## src/rtl/sum_pkg.sv

```systemverilog
// Shared definitions for the sum accumulator: FSM state encoding and default sizing.
// Latency: n/a (declarations only).
// Backpressure: n/a.
package sum_pkg;

  typedef enum logic {
    ACCUM = 1'b0,
    DONE  = 1'b1
  } state_t;

  localparam int DEF_WIDTH     = 8;
  localparam int DEF_COUNT     = 4;
  localparam int DEF_ACC_WIDTH = 11;

endpackage

```

## src/rtl/sum_accumulator.sv

```systemverilog
// Accumulates COUNT unsigned sums per frame and presents the frame total.
// Latency: total valid one cycle after the last transfer of a frame.
// Backpressure: in_ready drops while a total is pending; released by out_ready.
// Build option: SUM_ACCUMULATOR_SAT_EN selects clamping with a sticky out_sat flag;
// without it the accumulator wraps and out_sat is tied low.
module sum_accumulator
  import sum_pkg::*;
#(
  parameter int WIDTH     = DEF_WIDTH,
  parameter int COUNT     = DEF_COUNT,
  parameter int ACC_WIDTH = DEF_ACC_WIDTH
) (
  input  logic                 clk,
  input  logic                 rst,
  input  logic                 in_valid,
  input  logic [WIDTH:0]       in_sum,
  output logic                 in_ready,
  output logic                 out_valid,
  input  logic                 out_ready,
  output logic [ACC_WIDTH-1:0] out_acc,
  output logic                 out_sat
);

  localparam int CNT_W = (COUNT > 1) ? $clog2(COUNT) : 1;

  state_t               r_state;
  state_t               w_next_state;
  logic [ACC_WIDTH-1:0] r_acc;
  logic [CNT_W-1:0]     r_cnt;
  logic                 w_xfer;
  logic                 w_last;
  logic                 w_release;
  logic [ACC_WIDTH-1:0] w_acc_next;

  // A sample is taken only while collecting; DONE blocks upstream entirely.
  assign w_xfer    = in_valid & (r_state == ACCUM);
  assign w_last    = (r_cnt == CNT_W'(COUNT - 1));
  assign w_release = (r_state == DONE) & out_ready;

`ifdef SUM_ACCUMULATOR_SAT_EN
  // One extra bit catches the carry out so the total can be clamped.
  logic [ACC_WIDTH:0] w_sum;
  logic               w_ovf;
  logic               r_sat;

  assign w_sum      = {1'b0, r_acc} + (ACC_WIDTH + 1)'(in_sum);
  assign w_ovf      = w_sum[ACC_WIDTH];
  assign w_acc_next = w_ovf ? '1 : w_sum[ACC_WIDTH-1:0];

  // Sticky clamp flag: set by any overflowing transfer, cleared with the frame.
  always_ff @(posedge clk or posedge rst) begin
    if (rst) begin
      r_sat <= 1'b0;
    end else if (w_release) begin
      r_sat <= 1'b0;
    end else if (w_xfer && w_ovf) begin
      r_sat <= 1'b1;
    end
  end

  assign out_sat = r_sat;
`else
  // Plain modulo-2^ACC_WIDTH accumulation; carry out is simply dropped.
  assign w_acc_next = r_acc + ACC_WIDTH'(in_sum);
  assign out_sat    = 1'b0;
`endif

  // State register.
  always_ff @(posedge clk or posedge rst) begin
    if (rst) begin
      r_state <= ACCUM;
    end else begin
      r_state <= w_next_state;
    end
  end

  // Next state: close the frame on its last sample, reopen on the output handshake.
  always_comb begin
    w_next_state = r_state;
    case (r_state)
      ACCUM:   if (w_xfer && w_last) w_next_state = DONE;
      DONE:    if (out_ready)        w_next_state = ACCUM;
      default:                       w_next_state = ACCUM;
    endcase
  end

  // Accumulator and sample counter; both hold across idle cycles and while DONE waits.
  always_ff @(posedge clk or posedge rst) begin
    if (rst) begin
      r_acc <= '0;
      r_cnt <= '0;
    end else if (w_release) begin
      r_acc <= '0;
      r_cnt <= '0;
    end else if (w_xfer) begin
      r_acc <= w_acc_next;
      r_cnt <= w_last ? '0 : r_cnt + CNT_W'(1);
    end
  end

  // Handshake outputs decode straight from the state register.
  assign in_ready  = (r_state == ACCUM);
  assign out_valid = (r_state == DONE);
  assign out_acc   = r_acc;

endmodule

```

## config.mk

```make
export PLATFORM = sky130hd
export DESIGN_NAME = sum_accumulator
export DESIGN_NICKNAME = d
export VERILOG_FILES = /design/src/rtl/sum_pkg.sv /design/src/rtl/sum_accumulator.sv
export SDC_FILE = /design/constraint.sdc
export NUM_CORES = 1
export LEC_CHECK = 0
export BUFFER_PORTS_ARGS = -buffer_cell sky130_fd_sc_hd__buf_2
export CELL_PAD_IN_SITES_DETAIL_PLACEMENT = 1
export CELL_PAD_IN_SITES_GLOBAL_PLACEMENT = 1
export CORE_ASPECT_RATIO = 0.75
export CORE_MARGIN = 5
export CORE_UTILIZATION = 40
export CTS_CLUSTER_DIAMETER = 150
export CTS_CLUSTER_SIZE = 25
export DETAILED_ROUTE_END_ITERATION = 8
export PLACE_DENSITY = 0.84
export SYNTH_ARGS = -nofsm -noshare
export SYNTH_HDL_FRONTEND = slang
export SYNTH_SLANG_ARGS = --single-unit
export TNS_END_PERCENT = 100
```

## constraint.sdc

```tcl
create_clock -name clk -period 4.9 [get_ports clk]
set_input_delay 0.245 -clock clk [delete_from_list [all_inputs] [get_ports clk]]
set_output_delay 0.245 -clock clk [all_outputs]
set_load 0.005 [all_outputs]
```

==> results of run 1 <==
==> final timing paths <==
check / end / cells past startpoint
setup / recovery: out_acc[8] / 7
hold / removal: out_acc[1] / 2
setup reg to reg: out_acc[8] / 7
hold reg to reg: out_acc[10] / 1
max in group asynchronous: out_acc[2] / 2
min in group clk: out_acc[9] / 4
==> through the flow <==
step / hold WS (ns) / utilization, % / setup WS (ns) / instance area, sq um / cells
2_1_floorplan: 0.134 / - / 2.94 / 971 / 108
3_3_place_gp: 0.325 / 48.6 / 2.85 / 1120 / 164
3_5_place_dp: 0.334 / 48.6 / 2.79 / 1120 / 164
4_1_cts: 0.0110 / 50.1 / 2.76 / 1160 / 168
5_1_grt: 0.0287 / 50.1 / 2.55 / 1160 / 168
6_report: -0.00589 / 50.1 / 2.78 / 1160 / 168
==> per-layer routing <==
| metal | vias to the layer above | wire [um] | GRT usage, % |
|---|---|---|---|
| li1 | 432 | - | - |
| met1 | 418 | 1170 | 20.6 |
| met2 | 23 | 1230 | 30.9 |
| met3 | 2 | 136 | 5.36 |
| met4 | 0 | 9 | 1.01 |
| met5 | - | 0 | 0 |
==> cell families after synthesis <==
logic type                 count (synthesis)  synth area share, %
adders and majority gates                 11                 14.9
AOI/OAI and AO/OA                         31                 19.5
muxes                                      3                 3.09
other                                      1                0.386
and+or+nand+nor                           33                 15.5
buffers and inverters                      7                 3.35
xor gates and xnor gates                   8                 7.22
DFF                                       14                 36.1
==> layout by cell type (no fill, tap or decap), drive strengths merged <==
cell type | synthesis | layout
a2bb2oi | 1 | 1
o21ai | 12 | 12
nor2b | 4 | 4
conb | 1 | 1
clkbuf | 0 | 4
xor2 | 3 | 3
a31oi | 1 | 1
a22o | 2 | 2
a21o | 1 | 1
fa | 1 | 1
mux2i | 3 | 3
dfrtp | 14 | 14
a311oi | 1 | 1
a21oi | 10 | 10
nor2 | 9 | 9
o31ai | 1 | 1
nand3 | 3 | 3
inv | 4 | 4
nand2 | 14 | 14
ha | 10 | 10
o22ai | 1 | 1
buf | 3 | 25
a211oi | 1 | 1
and3 | 3 | 3
xnor2 | 5 | 5
==> critical path, cell delays in order, from the launching register on <==
cell and delay [ns]:
dfrtp_1 0.42, ha_1 0.22, fa_1 0.41, a21oi_1 0.21, o22ai_1 0.17, a311oi_1 0.34
xor2_1 0.18, o21ai_1 0.07
==> sequential cells by signal, indices dropped and copies added, names as in the netlist <==
name	count
r_cnt	2
out_acc	11
out_valid	1
==> cell usage after synthesis <==
cell type  number
o22ai_1         1
a22o_1          2
conb_1          1
buf_4           1
o21ai_1         5
buf_2           2
a21oi_2         1
mux2i_1         3
ha_1           10
xor2_1          3
a31oi_1         1
nand2_1        14
nor2_1          9
fa_1            1
xnor2_1         5
a21oi_1         9
a21o_1          1
inv_1           4
o21ai_0         7
a2bb2oi_1       1
o31ai_2         1
dfrtp_1        14
a211oi_1        1
a311oi_1        1
nor2b_1         2
nand3_1         3
nor2b_2         2
and3_1          3
==> power by group <==
group / total (uW) / internal [uW] / switching [uW]
clock: 87.5 / 45.3 / 42.3
sequential: 233 / 174 / 59.2
combinational: 423 / 197 / 226
==> cell type report <==
type	count	area [sq um]	share of cell area [%]
repair buffers	25	125	10.8
well taps	34	42.5	3.68
flip-flops and latches	14	350	30.3
inverters	4	15.0	1.30
clock buffers	4	36.3	3.14
multi-input cells	87	588	50.8
==> out/metrics.cfg, run 1 <==
[run_status]
outcome=finished with violations
violations=negative hold slack

[sta]
finalCritPeriodShare_pct=43.3
rsz0062_at_grt=false
setup_violations=0
fin_crit_ns=2.12
max_clock_freq_mhz=472
setup-tns-final_ns=0
slew_violations=0
tightest_slew_ns=0.727
fin_skew_ns=0.00541
slew_headroom_pct=51.6
hold_viol=8
holdWs_ns=-0.00589

[floorplan]
rows=15
ios=27
die_x_um=66.9
core_area_sq_um=2310
start_util_pct=42.1
die_h_um=52.7
die_area_sq_um=3520

[pwr]
power_density_nw_per_um2=642
report.power.total_uw=743
p_leak_uw=0.000574
peakVddDrop_mv=0.289

[worst_setup_path]
crit_start=out_acc[0]
critPathLaunchType=flop
r2r_slack_ns=2.78
cp-end-kind=flop
critPathRequiredTime_ns=5.08
timing.rr.start=out_acc[0]
critical_path_peak_fanout=4
path_class=flop to flop
crit_arrival_ns=2.30

[placed_design]
hpwlAfterDp_um=2050
io_buffers=25
gp_congestion=0.783

[finish]
drive_gt1_share_pct=24.6
nNetsFinal=159
nFillCells=295
syn2layout_area_growth_pct=19.2
diodes=0

[route]
post_drt_wl_per_cell_um=15.1
viasPerCell=5.21
drtIter0Drc=6
drt_first_pass_iters=3
routed_wl_um=2550
vias=875
route.detailed.drc=0
postRouteAntennaNets=0

[global_routing]
grt_max_degree=15
globalRoute.totalOverflow=0
grt_antenna_before_repair=0
grt_pass1_vias=989
gr-usage-all-layers_pct=17.1
grt_pass1_wl_um=4490

[logic_synthesis]
synthTopCellsByArea=dfrtp_1 (36%), ha_1 (13%), nand2_1 (5.4%)
syn_area_sq_um=971
synth_seq_cells=14
synth_top_cell_by_area=dfrtp_1
syn-instance-count=108
ys_seq_area_share_pct=36.1
synth_cell_type_count=28
avgSynthCellArea_sq_um=8.99
yosys_warnings=0
synth_fp_nets=132
synth_top_cell_area_share_pct=36.1

[cts]
cts_buffers=3
clk_latency_ns=0.29
clk_path_buf_depth=2
root_buffer=clkbuf_4
postCtsHoldBufs=0
path_clk_slew_ns=0.10
htreeDepth=1
cts_tree=done
cts_resized=0
cts_setup_buffers=0
cts_sinks=14

[job]
maxCapViolCount=0

[hold_path]
hold_path_class=input pin to asynchronous set/reset pin

Power figures use the tool's default switching activity.
==> run 2, diff against run 1 <==
--- a/config.mk
+++ b/config.mk
@@ -10,11 +10,11 @@
 export CELL_PAD_IN_SITES_GLOBAL_PLACEMENT = 1
 export CORE_ASPECT_RATIO = 0.75
 export CORE_MARGIN = 5
-export CORE_UTILIZATION = 40
+export CORE_UTILIZATION = 34
 export CTS_CLUSTER_DIAMETER = 150
 export CTS_CLUSTER_SIZE = 25
 export DETAILED_ROUTE_END_ITERATION = 8
-export PLACE_DENSITY = 0.84
+export PLACE_DENSITY = 0.76
 export SYNTH_ARGS = -nofsm -noshare
 export SYNTH_HDL_FRONTEND = slang
 export SYNTH_SLANG_ARGS = --single-unit
==> constraint.sdc (replaced) <==
create_clock -name clk -period 1.89 [get_ports clk]
set_input_delay 0.0945 -clock clk [delete_from_list [all_inputs] [get_ports clk]]
set_output_delay 0.0945 -clock clk [all_outputs]
set_load 0.005 [all_outputs]
==> run 2 against run 1 <==
  * Setup slack worse by 2.7 ns
  * Clock power grew to 3.5 times the previous value
  * Core utilization shrank 0.56 points
  * The flow now finishes without violations
  * Sequential share of layout area decreased by 3.9 points
  * Via count rose by 5.6%
==> out/metrics.cfg, run 2 (synthesis results as in run 1) <==
[route]
vias=924  ; +5.6%
post_drt_wl_per_cell_um=15.3  ; +0.92%
viasPerCell=5.13  ; -1.4%
postRouteAntennaNets=0  ; unchanged
drt_first_pass_iters=4  ; +1
drtIter0Drc=16  ; +10
routed_wl_um=2750  ; +8.1%
route.detailed.drc=0  ; unchanged

[finish]
layout.area.seq_sq_um=350  ; unchanged
multiInputGateArea_sq_um=662  ; +13%
instances_no_fill=180  ; +7.1%
nNetsFinal=169  ; +6.3%
final_cell_mix=buf_2 (25), nand2_1 (14), dfrtp_1 (14), nor2_1 (9), buf_4 (9)
mostFrequentLayoutCell=buf_2
syn2layout_area_growth_pct=37.0
largest_reg_flops=11  ; unchanged
nFillCells=331  ; +12%
diodes=0  ; unchanged
drive_gt1_share_pct=34.7  ; +10 points

[global_routing]
grt_antenna_before_repair=0  ; unchanged
grt_max_degree=15  ; unchanged
globalRoute.totalOverflow=0  ; unchanged
gr-usage-all-layers_pct=14.3  ; -2.8 points
grt_pass1_vias=970  ; -1.9%
grt_pass1_wl_um=4570  ; +1.7%

[floorplan]
die_area_sq_um=4040  ; +15%
die_h_um=56.3  ; +6.9%
rows=16  ; +1
start_util_pct=36.2  ; -5.9 points
die_x_um=71.7  ; +7.2%
ios=27  ; unchanged
core_area_sq_um=2680  ; +16%

[worst_setup_path]
critical_path_peak_fanout=3  ; -1
path_cells=ha_2 -> fa_2 -> a21oi_4 -> o22ai_4 -> a311oi_2 -> xor2_1 -> o21ai_1
max_stage_delay_ns=0.38  ; -0.04 ns
critPathLaunchType=flop
cp_slowest_cell=dfrtp_1
critPathTopFamily=compound AO/OA/AOI/OAI gates
cp-end-kind=flop
ff2ff_path_depth=7  ; unchanged
timing.rr.start=out_acc[0]
path_class=flop to flop
critPathRequiredTime_ns=2.02  ; -3.06 ns
crit_start=out_acc[0]
cp.depth=7  ; unchanged
crit_arrival_ns=1.96  ; -0.34 ns
path_buf_inv=0  ; unchanged

[placed_design]
place_ws_ns=-0.0601  ; -2.85 ns
io_buffers=25  ; unchanged
hpwlAfterDp_um=2100  ; +2.1%
gp_congestion=0.849  ; +8.5%
dp.cells=170  ; +3.7%

[pwr]
p_leak_uw=0.000634  ; +10%
peakVddDrop_mv=0.586  ; +100%
power_density_nw_per_um2=1730  ; +170%

[job]
maxCapViolCount=0  ; unchanged

[cts]
clk_path_buf_depth=2  ; unchanged
htreeDepth=1  ; unchanged
cts_tree=done
cts_buffers=3  ; unchanged
clk_latency_ns=0.25  ; -0.04 ns
root_buffer=clkbuf_8
path_clk_slew_ns=0.06  ; -0.04 ns
cts_sinks=14  ; unchanged

[sta]
fin_crit_ns=1.83  ; -0.293 ns
holdWs_ns=0.238  ; +0.244 ns
hold_viol=0  ; -8
fin_skew_ns=0.00121  ; -0.00420 ns
setup_ws_ns=0.0623  ; -2.72 ns
slew_violations=0  ; unchanged
slew_headroom_pct=61.8  ; +10 points
setup_violations=0  ; unchanged
tightest_slew_ns=0.572  ; -0.155 ns
rsz0062_at_grt=true
finalCritPeriodShare_pct=96.7  ; +53 points
max_clock_freq_mhz=547  ; +16%

[hold_path]
hold_depth=4
hold_path_class=input pin to flop
min_from=out_ready

[run_status]
outcome=complete, no violations

run 2: cell count changes in the layout (fill, tap and decap cells not counted), sizes merged:
cell	change
dlygate4sd3	+1
buf	+9
run 2: cell type report:
| class | count | area share [%] |
|---|---|---|
| repair buffers | 35 | 15.2 |
| multi-input cells | 87 | 49.8 |
| flip-flops and latches | 14 | 26.3 |
| clock buffers | 4 | 4.14 |
| well taps | 36 | 3.39 |
| inverters | 4 | 1.13 |
run 2: metrics by stage:
step           setup TNS [ns]  power, uW  area [sq um]  util [%]
2_1_floorplan               0       1370           977         -
3_3_place_gp                0       1720          1160      43.2
3_5_place_dp          -0.0815       1780          1160      43.2
4_1_cts               -0.0680       2150          1250      46.8
5_1_grt               -0.0976       2510          1330      49.6
6_report                    0       2300          1330      49.6
run 2: repair_timing:
item / CTS / global route
hold buffers: 1 / 0
setup endpoints to repair: 3 / 6
gates cloned: 0 / 0
resized for setup: 3 / 7
pin swaps: 5 / 4
hold endpoints to repair: 14 / 0
buffers inserted: 2 / 3
run 2: path summary, 6_finish.rpt:
path                               end  slack (ns)
max reg2reg                 out_acc[8]        0.06
min                         out_acc[9]        0.24
min reg2reg                out_acc[10]        0.48
min in group asynchronous   out_acc[2]        0.44
max                         out_acc[8]        0.06
max in group asynchronous   out_acc[7]        1.08
run 2: power by group:
group          switching, uW  leakage, uW  internal, uW
clock network            120    0.0000288           185
logic                    717     0.000433           690
registers                134     0.000172           452
total                    970     0.000634          1330
run 2: worst register-to-register path, cell delays in order, from the launching register on:
cell and delay (ns):
dfrtp_1 0.38, ha_2 0.19, fa_2 0.37, a21oi_4 0.20, o22ai_4 0.10, a311oi_2 0.22, xor2_1 0.17, o21ai_1 0.08
run 2: per-layer routing:
metal	global-route usage, %	vias to the layer above	wire [um]
li1	-	449	-
met1	18.5	452	1240
met2	23.7	23	1340
met3	4.81	0	181
met4	1.61	0	0
met5	0	-	0
